### src/rtl/lsu_pkg.sv
// Shared encodings for the load/store unit: access sizes, FSM states and the
// default data-memory depth.
package lsu_pkg;

  localparam int DMEM_DEPTH_DEF = 256;

  localparam logic [1:0] SZ_BYTE = 2'b00;
  localparam logic [1:0] SZ_HALF = 2'b01;
  localparam logic [1:0] SZ_WORD = 2'b10;
  localparam logic [1:0] SZ_ILL  = 2'b11;

  typedef enum logic [1:0] {
    IDLE  = 2'b00,
    READ  = 2'b01,
    WRITE = 2'b10,
    RESP  = 2'b11
  } lsu_state_e;

  // Number of bytes touched by an access; 0 marks the illegal encoding.
  function automatic logic [2:0] size_nbytes(input logic [1:0] size);
    logic [2:0] n;
    case (size)
      SZ_BYTE: n = 3'd1;
      SZ_HALF: n = 3'd2;
      SZ_WORD: n = 3'd4;
      default: n = 3'd0;
    endcase
    return n;
  endfunction

endpackage

### src/rtl/lsu_ctrl_if.sv
// Request/response handshake between the execute stage (master) and the
// load/store control stage (slave).
interface lsu_ctrl_if #(
  parameter int ADDR_W = 32
);

  logic              req_valid;
  logic              req_ready;
  logic              req_we;
  logic [1:0]        req_size;
  logic              req_unsigned;
  logic [ADDR_W-1:0] req_addr;
  logic [31:0]       req_wdata;
  logic              rsp_valid;
  logic [31:0]       rsp_rdata;
  logic              rsp_err;

  modport master (
    output req_valid, req_we, req_size, req_unsigned, req_addr, req_wdata,
    input  req_ready, rsp_valid, rsp_rdata, rsp_err
  );

  modport slave (
    input  req_valid, req_we, req_size, req_unsigned, req_addr, req_wdata,
    output req_ready, rsp_valid, rsp_rdata, rsp_err
  );

endinterface

### src/rtl/lsu_align.sv
// Combinational data path: load extraction with sign/zero extension, and the
// read-modify-write merge of store data into the word read from memory.
module lsu_align
  import lsu_pkg::*;
(
  input  logic [1:0]  size,
  input  logic        is_unsigned,
  input  logic [31:0] rd,
  input  logic [31:0] wdata,
  output logic [31:0] load_data,
  output logic [31:0] store_data
);

  logic [2:0] nbytes;

  assign nbytes = size_nbytes(size);

  // The memory word port starts at the access address, so lane 0 always holds
  // the lowest addressed byte; lanes beyond the access width keep old data.
  generate
    for (genvar gi = 0; gi < 4; gi++) begin : g_lane
      assign store_data[8*gi +: 8] = (3'(gi) < nbytes) ? wdata[8*gi +: 8]
                                                       : rd[8*gi +: 8];
    end
  endgenerate

  always_comb begin
    load_data = rd;
    case (size)
      SZ_BYTE: load_data = {{24{~is_unsigned & rd[7]}}, rd[7:0]};
      SZ_HALF: load_data = {{16{~is_unsigned & rd[15]}}, rd[15:0]};
      default: load_data = rd;
    endcase
  end

endmodule

### src/rtl/lsu_ctrl.sv
// Load/store control stage in front of a byte-addressed data memory.
// Define MISALIGN_TRAP_EN to fault misaligned halfword/word accesses.
module lsu_ctrl
  import lsu_pkg::*;
#(
  parameter int ADDR_W     = 32,
  parameter int DMEM_DEPTH = DMEM_DEPTH_DEF
) (
  input  logic              clk,
  input  logic              reset,
  lsu_ctrl_if.slave         req_bus,
  output logic              mem_re,
  output logic              mem_we,
  output logic [ADDR_W-1:0] mem_addr,
  output logic [31:0]       mem_wdata,
  input  logic [31:0]       mem_rdata
);

  localparam int AW1 = ADDR_W + 1;

  lsu_state_e        state_reg, state_next;
  logic              we_reg;
  logic              uns_reg;
  logic              err_reg;
  logic [1:0]        size_reg;
  logic [ADDR_W-1:0] addr_reg;
  logic [31:0]       wdata_reg;
  logic [31:0]       rd_reg;

  logic              accept;
  logic              size_ill;
  logic              out_of_range;
  logic              misaligned;
  logic              req_fault;
  logic [AW1-1:0]    last_byte;
  logic [31:0]       load_data;
  logic [31:0]       store_data;

  assign req_bus.req_ready = (state_reg == IDLE) && reset;
  assign accept            = req_bus.req_valid && req_bus.req_ready;

  // One extra bit so that addresses near the top of the space cannot wrap
  // back into range.
  assign size_ill     = (req_bus.req_size == SZ_ILL);
  assign last_byte    = {1'b0, req_bus.req_addr}
                      + AW1'(size_nbytes(req_bus.req_size)) - AW1'(1);
  assign out_of_range = last_byte > AW1'(DMEM_DEPTH - 1);

`ifdef MISALIGN_TRAP_EN
  assign misaligned = ((req_bus.req_size == SZ_HALF) && req_bus.req_addr[0])
                   || ((req_bus.req_size == SZ_WORD) && (req_bus.req_addr[1:0] != 2'b00));
`else
  assign misaligned = 1'b0;
`endif

  assign req_fault = size_ill || out_of_range || misaligned;

  always_ff @(posedge clk or negedge reset) begin
    if (!reset) begin
      state_reg <= IDLE;
    end else begin
      state_reg <= state_next;
    end
  end

  always_ff @(posedge clk or negedge reset) begin
    if (!reset) begin
      we_reg    <= 1'b0;
      uns_reg   <= 1'b0;
      err_reg   <= 1'b0;
      size_reg  <= 2'b00;
      addr_reg  <= '0;
      wdata_reg <= '0;
      rd_reg    <= '0;
    end else begin
      if (accept) begin
        we_reg    <= req_bus.req_we;
        uns_reg   <= req_bus.req_unsigned;
        err_reg   <= req_fault;
        size_reg  <= req_bus.req_size;
        addr_reg  <= req_bus.req_addr;
        wdata_reg <= req_bus.req_wdata;
      end
      // Memory drives data_out on the negedge inside READ.
      if (state_reg == READ) begin
        rd_reg <= mem_rdata;
      end
    end
  end

  always_comb begin
    state_next = state_reg;
    case (state_reg)
      IDLE: begin
        if (accept) begin
          if (req_fault) begin
            state_next = RESP;
          end else if (!req_bus.req_we) begin
            state_next = READ;
          end else if (req_bus.req_size == SZ_WORD) begin
            state_next = WRITE;
          end else begin
            state_next = READ;
          end
        end
      end
      READ:    state_next = we_reg ? WRITE : RESP;
      WRITE:   state_next = RESP;
      RESP:    state_next = IDLE;
      default: state_next = IDLE;
    endcase
  end

  lsu_align u_align (
    .size        (size_reg),
    .is_unsigned (uns_reg),
    .rd          (rd_reg),
    .wdata       (wdata_reg),
    .load_data   (load_data),
    .store_data  (store_data)
  );

  // All memory and response outputs come from registered state only.
  always_comb begin
    mem_re            = 1'b0;
    mem_we            = 1'b0;
    mem_addr          = '0;
    mem_wdata         = '0;
    req_bus.rsp_valid = 1'b0;
    req_bus.rsp_err   = 1'b0;
    req_bus.rsp_rdata = '0;
    case (state_reg)
      READ: begin
        mem_re   = 1'b1;
        mem_addr = addr_reg;
      end
      WRITE: begin
        mem_we    = 1'b1;
        mem_addr  = addr_reg;
        mem_wdata = store_data;
      end
      RESP: begin
        req_bus.rsp_valid = 1'b1;
        req_bus.rsp_err   = err_reg;
        if (!err_reg && !we_reg) begin
          req_bus.rsp_rdata = load_data;
        end
      end
      default: ;
    endcase
  end

endmodule
### src/flat_wrapper.sv
// flat-port wrapper written by rule: the top's interface ports become plain ports
module lsu_ctrl_flat import lsu_pkg::*;
#(
  parameter int ADDR_W     = 32,
  parameter int DMEM_DEPTH = DMEM_DEPTH_DEF
)
  (clk, reset, mem_re, mem_we, mem_addr, mem_wdata, mem_rdata, req_bus_req_valid, req_bus_req_we, req_bus_req_size, req_bus_req_unsigned, req_bus_req_addr, req_bus_req_wdata, req_bus_req_ready, req_bus_rsp_valid, req_bus_rsp_rdata, req_bus_rsp_err);
  lsu_ctrl_if #(.ADDR_W(ADDR_W)) req_bus_i ();
  input  logic clk;
  input  logic reset;
  output logic mem_re;
  output logic mem_we;
  output logic [ADDR_W-1:0] mem_addr;
  output logic [31:0] mem_wdata;
  input  logic [31:0] mem_rdata;
  input wire logic [$bits(req_bus_i.req_valid)-1:0] req_bus_req_valid;
  input wire logic [$bits(req_bus_i.req_we)-1:0] req_bus_req_we;
  input wire logic [$bits(req_bus_i.req_size)-1:0] req_bus_req_size;
  input wire logic [$bits(req_bus_i.req_unsigned)-1:0] req_bus_req_unsigned;
  input wire logic [$bits(req_bus_i.req_addr)-1:0] req_bus_req_addr;
  input wire logic [$bits(req_bus_i.req_wdata)-1:0] req_bus_req_wdata;
  output wire logic [$bits(req_bus_i.req_ready)-1:0] req_bus_req_ready;
  output wire logic [$bits(req_bus_i.rsp_valid)-1:0] req_bus_rsp_valid;
  output wire logic [$bits(req_bus_i.rsp_rdata)-1:0] req_bus_rsp_rdata;
  output wire logic [$bits(req_bus_i.rsp_err)-1:0] req_bus_rsp_err;
  assign req_bus_i.req_valid = req_bus_req_valid;
  assign req_bus_i.req_we = req_bus_req_we;
  assign req_bus_i.req_size = req_bus_req_size;
  assign req_bus_i.req_unsigned = req_bus_req_unsigned;
  assign req_bus_i.req_addr = req_bus_req_addr;
  assign req_bus_i.req_wdata = req_bus_req_wdata;
  assign req_bus_req_ready = req_bus_i.req_ready;
  assign req_bus_rsp_valid = req_bus_i.rsp_valid;
  assign req_bus_rsp_rdata = req_bus_i.rsp_rdata;
  assign req_bus_rsp_err = req_bus_i.rsp_err;
  lsu_ctrl #(.ADDR_W(ADDR_W), .DMEM_DEPTH(DMEM_DEPTH)) u_core (.clk(clk), .reset(reset), .req_bus(req_bus_i), .mem_re(mem_re), .mem_we(mem_we), .mem_addr(mem_addr), .mem_wdata(mem_wdata), .mem_rdata(mem_rdata));
endmodule
### config.mk
export PLATFORM = sky130hd
export DESIGN_NAME = lsu_ctrl_flat
export DESIGN_NICKNAME = d
export VERILOG_FILES = /design/src/rtl/lsu_pkg.sv /design/src/rtl/lsu_ctrl_if.sv /design/src/rtl/lsu_align.sv /design/src/rtl/lsu_ctrl.sv /design/src/flat_wrapper.sv
export SDC_FILE = /design/constraint.sdc
export NUM_CORES = 1
export LEC_CHECK = 0
export BUFFER_PORTS_ARGS = -buffer_cell sky130_fd_sc_hd__buf_4
export CAP_MARGIN = 30
export CELL_PAD_IN_SITES_DETAIL_PLACEMENT = 2
export CELL_PAD_IN_SITES_GLOBAL_PLACEMENT = 2
export CORE_MARGIN = 10
export CORE_UTILIZATION = 31
export DETAILED_ROUTE_END_ITERATION = 8
export GPL_TIMING_DRIVEN = 1
export PLACE_DENSITY = 0.89
export SLEW_MARGIN = 20
export SYNTH_ARGS = -nofsm -noshare
export SYNTH_HDL_FRONTEND = slang
export SYNTH_SLANG_ARGS = --single-unit
### constraint.sdc
create_clock -name clk -period 2.6 [get_ports clk]
set_input_delay 0.13 -clock clk [delete_from_list [all_inputs] [get_ports clk]]
set_output_delay 0.13 -clock clk [all_outputs]
set_load 0.05 [all_outputs]
Yosys cells after proc, flatten, opt, wreduce, memory -nomap -nowiden. Index checks and enable logic that the tools add are counted.

Register bits after elaboration: 103. Latch bits: 0. RAM bits: 0. Bits in read-only memories: 0. Bits of input ports: 103. Logic and storage cells: 58. Memories: 0.

Add/subtract/negate cells: 2. Multipliers: 0. Divide/modulo/power cells: 0. Order comparisons: 5. Eq/ne operators: 9. Shift operators: 0. Mux-type cells: 21. Bitwise gates (word level): 3. Reduce and logical (&&, ||, !) cells: 10.

Operators with widths (number): 2-to-1 mux 32 bit (4); case mux 32 bit (2 select lines) (1); adder 32 x 3 -> 33 bit (1); > comparator 33 x 8 -> 1 bit (second input constant) (1); subtractor 33 x 1 -> 33 bit (second input constant) (1); 2-to-1 mux 8 bit (4); case mux 3 bit (3 select lines) (2); equality test 2 bit (second input constant) (5); 2-to-1 mux 2 bit (4); case mux 2 bit (4 select lines) (1); equality test 2 x 1 -> 1 bit (second input constant) (3); zero test 2 bit (3); less-than comparator 1 x 3 -> 1 bit (first input constant) (2); less-than comparator 2 x 3 -> 1 bit (first input constant) (2); 2-to-1 mux 1 bit (5); logical AND 1 bit (3); AND 1 bit (2); zero test 1 bit (2); inequality test 2 x 1 -> 1 bit (second input constant) (1); OR reduction 2 bit (1); logical OR 1 bit (1); NOT 1 bit (1).

Depth between registers and ports, before layout.
Word-level depth: 9. Mapped depth: 14. Mapped depth without buffers: 14.

By module. From an unflattened synthesis, not the netlist that was laid out.

Cell total of the unflattened synthesis: 796. Area total of the unflattened synthesis: 7289.5 um^2.

Modules (own cells, without submodules): lsu_ctrl (instances 1, cells an instance 697, area an instance 6518.8 um^2, sequential area each 2577.5 um^2); lsu_align (instances 1, cells an instance 99, area an instance 770.7 um^2, sequential area each 0.0 um^2).

Worst setup path before layout. Ideal clock, no wire load.

Path type: input -> register. Start: input req_bus_req_size[1]. End: register u_core.state_reg[0]. Setup time: 0.133 ns. Data arrival time: 3.198 ns. Required time: 2.467 ns. Slack: -0.731 ns. Stages: 14. Cell sequence: nand2b_1 > ha_1 > inv_1 > ha_1 > fa_1 > a211oi_1 > o21ai_0 > nand3_1 > a21boi_0 > or3_1 > a2111o_1 > or4_4 > nor4_2 > o22ai_1.

Cells in the longest elaborated chain, start to end: 9. Elaborated cells on any way between the ends: 14. Those cells by class: 2 x add/sub; 1 x order compare; 3 x eq/ne; 6 x mux; 2 x reduce/logical.

RTL lines: start, declared (RTL line flat_wrapper.sv:18) `input wire logic [$bits(req_bus_i.req_size)-1:0] req_bus_req_size;`; equality test 2 bit, or another cell as far along (RTL line lsu_pkg.sv:22, lsu_ctrl.sv:100); case mux 3 bit (3 select lines) (RTL line lsu_pkg.sv:22) `case (size)`; adder 32 x 3 -> 33 bit (RTL line lsu_ctrl.sv:46) `+ AW1'(size_nbytes(req_bus.req_size)) - AW1'(1);`; subtractor 33 x 1 -> 33 bit (RTL line lsu_ctrl.sv:46); > comparator 33 x 8 -> 1 bit (RTL line lsu_ctrl.sv:47) `assign out_of_range = last_byte > AW1'(DMEM_DEPTH - 1);`; logical OR 1 bit (RTL line lsu_ctrl.sv:56) `assign req_fault = size_ill || out_of_range || misaligned;`; 2-to-1 mux 2 bit (*) (RTL line lsu_ctrl.sv:96) `if (req_fault) begin`; 2-to-1 mux 2 bit (*) (RTL line lsu_ctrl.sv:95) `if (accept) begin`; case mux 2 bit (4 select lines) (*) (RTL line lsu_ctrl.sv:93) `case (state_reg)`; end signal, assigned (RTL line lsu_ctrl.sv:62) `state_reg <= state_next;`; end, declared (RTL line lsu_ctrl.sv:21) `lsu_state_e state_reg, state_next;`.

Mark *: on every way between the ends. The rest lies on a longest branch, timed or not. The select of a mux whose other input is x is not followed. A chain may end at the register's enable or synchronous reset.

Final worst setup path.
Start: input req_bus_req_size[0]. End: register u_core.err_reg.

Cells in the longest elaborated chain, start to end: 6. Elaborated cells on any way between the ends: 9. Those cells by class: 2 x add/sub; 1 x order compare; 3 x eq/ne; 1 x mux; 2 x reduce/logical.

RTL lines: equality test 2 bit, or another cell as far along (RTL line lsu_pkg.sv:22); case mux 3 bit (3 select lines) (RTL line lsu_pkg.sv:22); adder 32 x 3 -> 33 bit (RTL line lsu_ctrl.sv:46); subtractor 33 x 1 -> 33 bit (RTL line lsu_ctrl.sv:46); > comparator 33 x 8 -> 1 bit (RTL line lsu_ctrl.sv:47); logical OR 1 bit (*) (RTL line lsu_ctrl.sv:56); end signal, assigned (RTL line lsu_ctrl.sv:79) `err_reg <= req_fault;`; end, declared (RTL line lsu_ctrl.sv:24) `logic err_reg;`.

Mark *: on every way between the ends. The rest lies on a longest branch, timed or not.

==> summary.md <==
The flow ran to the end, but the final reports show violations. The checks that failed: negative setup slack. For the final core area utilization, the log shows 0.465. The run gives 4300 µm² as the area of combinational cells with multiple inputs. The layout has 2413 filler cells.

The proportion of register bits with asynchronous set or reset after synthesis was 1.00. Overall die width: 171 µm. For this run the aggregate overflow at the end of global routing stands at 0. The run gives 0.646 as the max-slew headroom at the worst pin. For the proportion of synthesized chip area in sequential cells, the log shows 0.367. Routed length per placed instance: 23.2 µm. The number of levels in the clock H-tree came out at 3. Of all nets on the critical path, the largest fanout is 4. Summed over all layers, the routed wires come to 32.1 mm. The critical path in this run is classified as input pin to register. In this run the static leakage power is 5.06 nW. After floorplanning, the core was divided into 55 placement rows.

The max-slew violation count is 0. The post-synthesis area per instance was 9.20 µm²; the count of unique library cells instantiated by Yosys was 61. Area of the die: 29100 µm². Setup repair after global routing could not meet its margin everywhere. For the pin with the worst max-slew slack, the measured transition is 532 ps.

The power density over the cells works out to 1190 nW/µm². The first routing iteration left 362 violations. IR analysis of the VDD net gives a maximum drop of 0.410 mV. The tools report the final hold violation count as 0.

The cell count after synthesis came out at 764. In this run the vertical extent of the chip is 171 µm. Counting flops with a built-in enable in the synthesized netlist gives 0. Fraction of synthesized cell area taken by the top area cell type: 0.367. The critical path goes through buf_4, nand2b_4, ha_4, inv_4, ha_4, a211oi_4, buf_4, o21a_1, o21ai_0, xor2_1, a2111oi_0, nand4_1, or4_4, nor3_4, o21ai_1. The effective utilization at floorplan is 0.312, and the area added between synthesis and finish is 49.0%.

Setup violations remaining at the end of the flow were counted as 3. TritonCTS built the clock tree. The first global-routing pass estimated 49.3 mm of wire. Total global-route track usage: 0.216. The cell with the biggest individual delay on the critical path is or4_4.

The fraction of final layout cells sized beyond drive strength 1 was 0.421. The pin count of the biggest net entering global routing was 68. Summing over every cut layer, the via total after detailed routing is 7259. The category of the worst setup path capture point was a register. Pin placement for this block handled 204 I/O pins. STA classifies the critical path startpoint as an input pin. Buffers inserted during clock tree synthesis total 9. The run gives 1345 as the number of placed cells counting well taps.

Routability-driven placement finished with a final weighted congestion of 0.897. STA puts the critical path data arrival time at 3310 ps. Most common cell after layout, fill and taps aside: buf_4. With fillers left out, the area of the finished cells amounts to 10500 µm². Adding up every negative setup slack in the final design gives -1420 ps. In this run the remaining antenna-violating nets after routing total 0. The HPWL after detailed placement is 25.2 mm.

At the worst endpoint, the required time is 2820 ps. The tools report the number of antenna violations at the first check in global routing as 0. Excluding fillers, the count of instances in the completed layout stands at 1383. Using the TritonRoute via totals, the vias-per-cell ratio works out to 5.25.

Summing all flip-flop and latch instances after layout gives 2580 µm². The run gives 0 as the number of max-cap violations. The number of nets handed over by synthesis was 911.

Clock tree synthesis found a total of 103 sinks. For the antenna cell count, the log shows 0. For this run, the leading register cell type out of synthesis is dfrtp_1.

The largest clock skew in the final design was 11.8 ps. At the later pin of the worst-skew pair, clock insertion delay measures 350 ps. The core region is 22500 µm². The worst path in the final design needs a cycle of 3090 ps, including I/O delays and setup. After the last flow step, the layout net total stands at 1241. By area the synthesized netlist is led by dfrtp_1 (37%), mux2_2 (11%), ha_1 (7.7%). The library cells used most frequently in the layout, excluding fill and tap cells, are buf_4 (339), dfrtp_1 (103), nand2_1 (79). The run gives 0 as the number of warnings printed during yosys synthesis.

The root buffer cell chosen for the clock tree is clkbuf_16. Total power for the finished layout comes to 12.5 mW. Cell area after synthesis: 7030 µm². The run gives -872 ps as the worst setup slack after placement.

Clock-pin slew was measured on the worst setup and hold paths at 80 ps. The number of global-route vias before repair was 8509; the share of the clock period used by the worst path after layout was 1.19. Synthesis inferred 103 register bits. Port buffering added 203 buffers. After detailed placement, the total cell area comes to 9860 µm². The final worst setup slack came out at -491 ps. The class of the most critical hold timing path is input pin to register.

The largest single stage delay on the critical path is 600 ps. Timing would allow up to 324 MHz. The first detailed-routing pass took 4 iterations. The smallest hold slack was 9.77 ps.

The total DRC errors in the routed layout was 0. The synthesized design spends more area on one cell type than any other, namely dfrtp_1. No sink is reached through more buffers than the 2 on the longest clock path.
## cell usage after synthesis (all sizes together) (23+ instances only)
| cell | instances |
|---|---|
| nor2 | 24 |
| mux2 | 68 |
| nor2b | 33 |
| dfrtp | 103 |
| o21ai | 61 |
| nand2 | 80 |
| ha | 43 |
| clkbuf | 30 |
| inv | 44 |
| o21a | 23 |
| mux2i | 33 |
| a21oi | 49 |
| and2 | 34 |
## kinds of logic (layout without fill, tap and decap cells)
logic type                 Yosys count  in the layout  synth area share
AOI/OAI and AO/OA                  192            192             0.170
buffers and inverters               85            419            0.0467
and+or+nand+nor                    231            231             0.171
DFF                                103            103             0.367
xor gates and xnor gates             8              8           0.00997
adders and majority gates           44             44            0.0794
muxes                              101            101             0.156
## routing by layer
layer	GRT usage	share of wire	vias to the layer above	wire, µm
li1	-	-	3346	-
met1	0.241	0.39	3679	12700
met2	0.411	0.53	193	17200
met3	0.0387	0.051	41	1650
met4	0.0538	0.020	0	637
met5	0	0	-	0
## worst max-delay path, delay by kind of cell
kind	cells	cell delay, ps
simple gates	4	1130
fa+ha+maj	2	490
buf+inv	3	320
compound gates	5	1060
xor+xnor	1	170
## final cells by class
cell class | count | area share
Clock inverter | 6 | 0.00526
Inverter | 44 | 0.0160
Timing Repair Buffer | 360 | 0.266
Multi-Input combinational cell | 576 | 0.411
Sequential cell | 103 | 0.246
Clock buffer | 9 | 0.0215
Tap cell | 285 | 0.0341
## path summary, 6_finish.rpt
check                                                start                               end  slack [ps]  cells past startpoint
max in group asynchronous                            reset    u_core.addr_reg[5]$_DFFE_PN0P_        1700                      4
setup reg to reg           u_core.state_reg[0]$_DFFE_PN0P_    u_core.addr_reg[1]$_DFFE_PN0P_         390                      6
hold / removal                       req_bus_req_wdata[13]  u_core.wdata_reg[13]$_DFFE_PN0P_          10                      2
setup / recovery                       req_bus_req_size[0]        u_core.err_reg$_DFFE_PN0P_        -490                     15
hold reg to reg            u_core.addr_reg[17]$_DFFE_PN0P_   u_core.addr_reg[17]$_DFFE_PN0P_         480                      2
min in group asynchronous                            reset     u_core.rd_reg[21]$_DFFE_PN0P_         340                      3
## what timing repair did
action,in CTS,in global routing
setup endpoints to repair,4,19
resized for setup,10,13
setup buffers,1,3
pin swaps,4,2
hold buffers,16,2
hold endpoints to repair,51,2
## report_power, final
part / switching (mW) / internal, mW
Clock: 0.682 / 0.663
Combinational: 5.24 / 2.89
Sequential: 0.596 / 2.42
Total: 6.52 / 5.98
No activity file was read; power rests on OpenSTA's default activity.
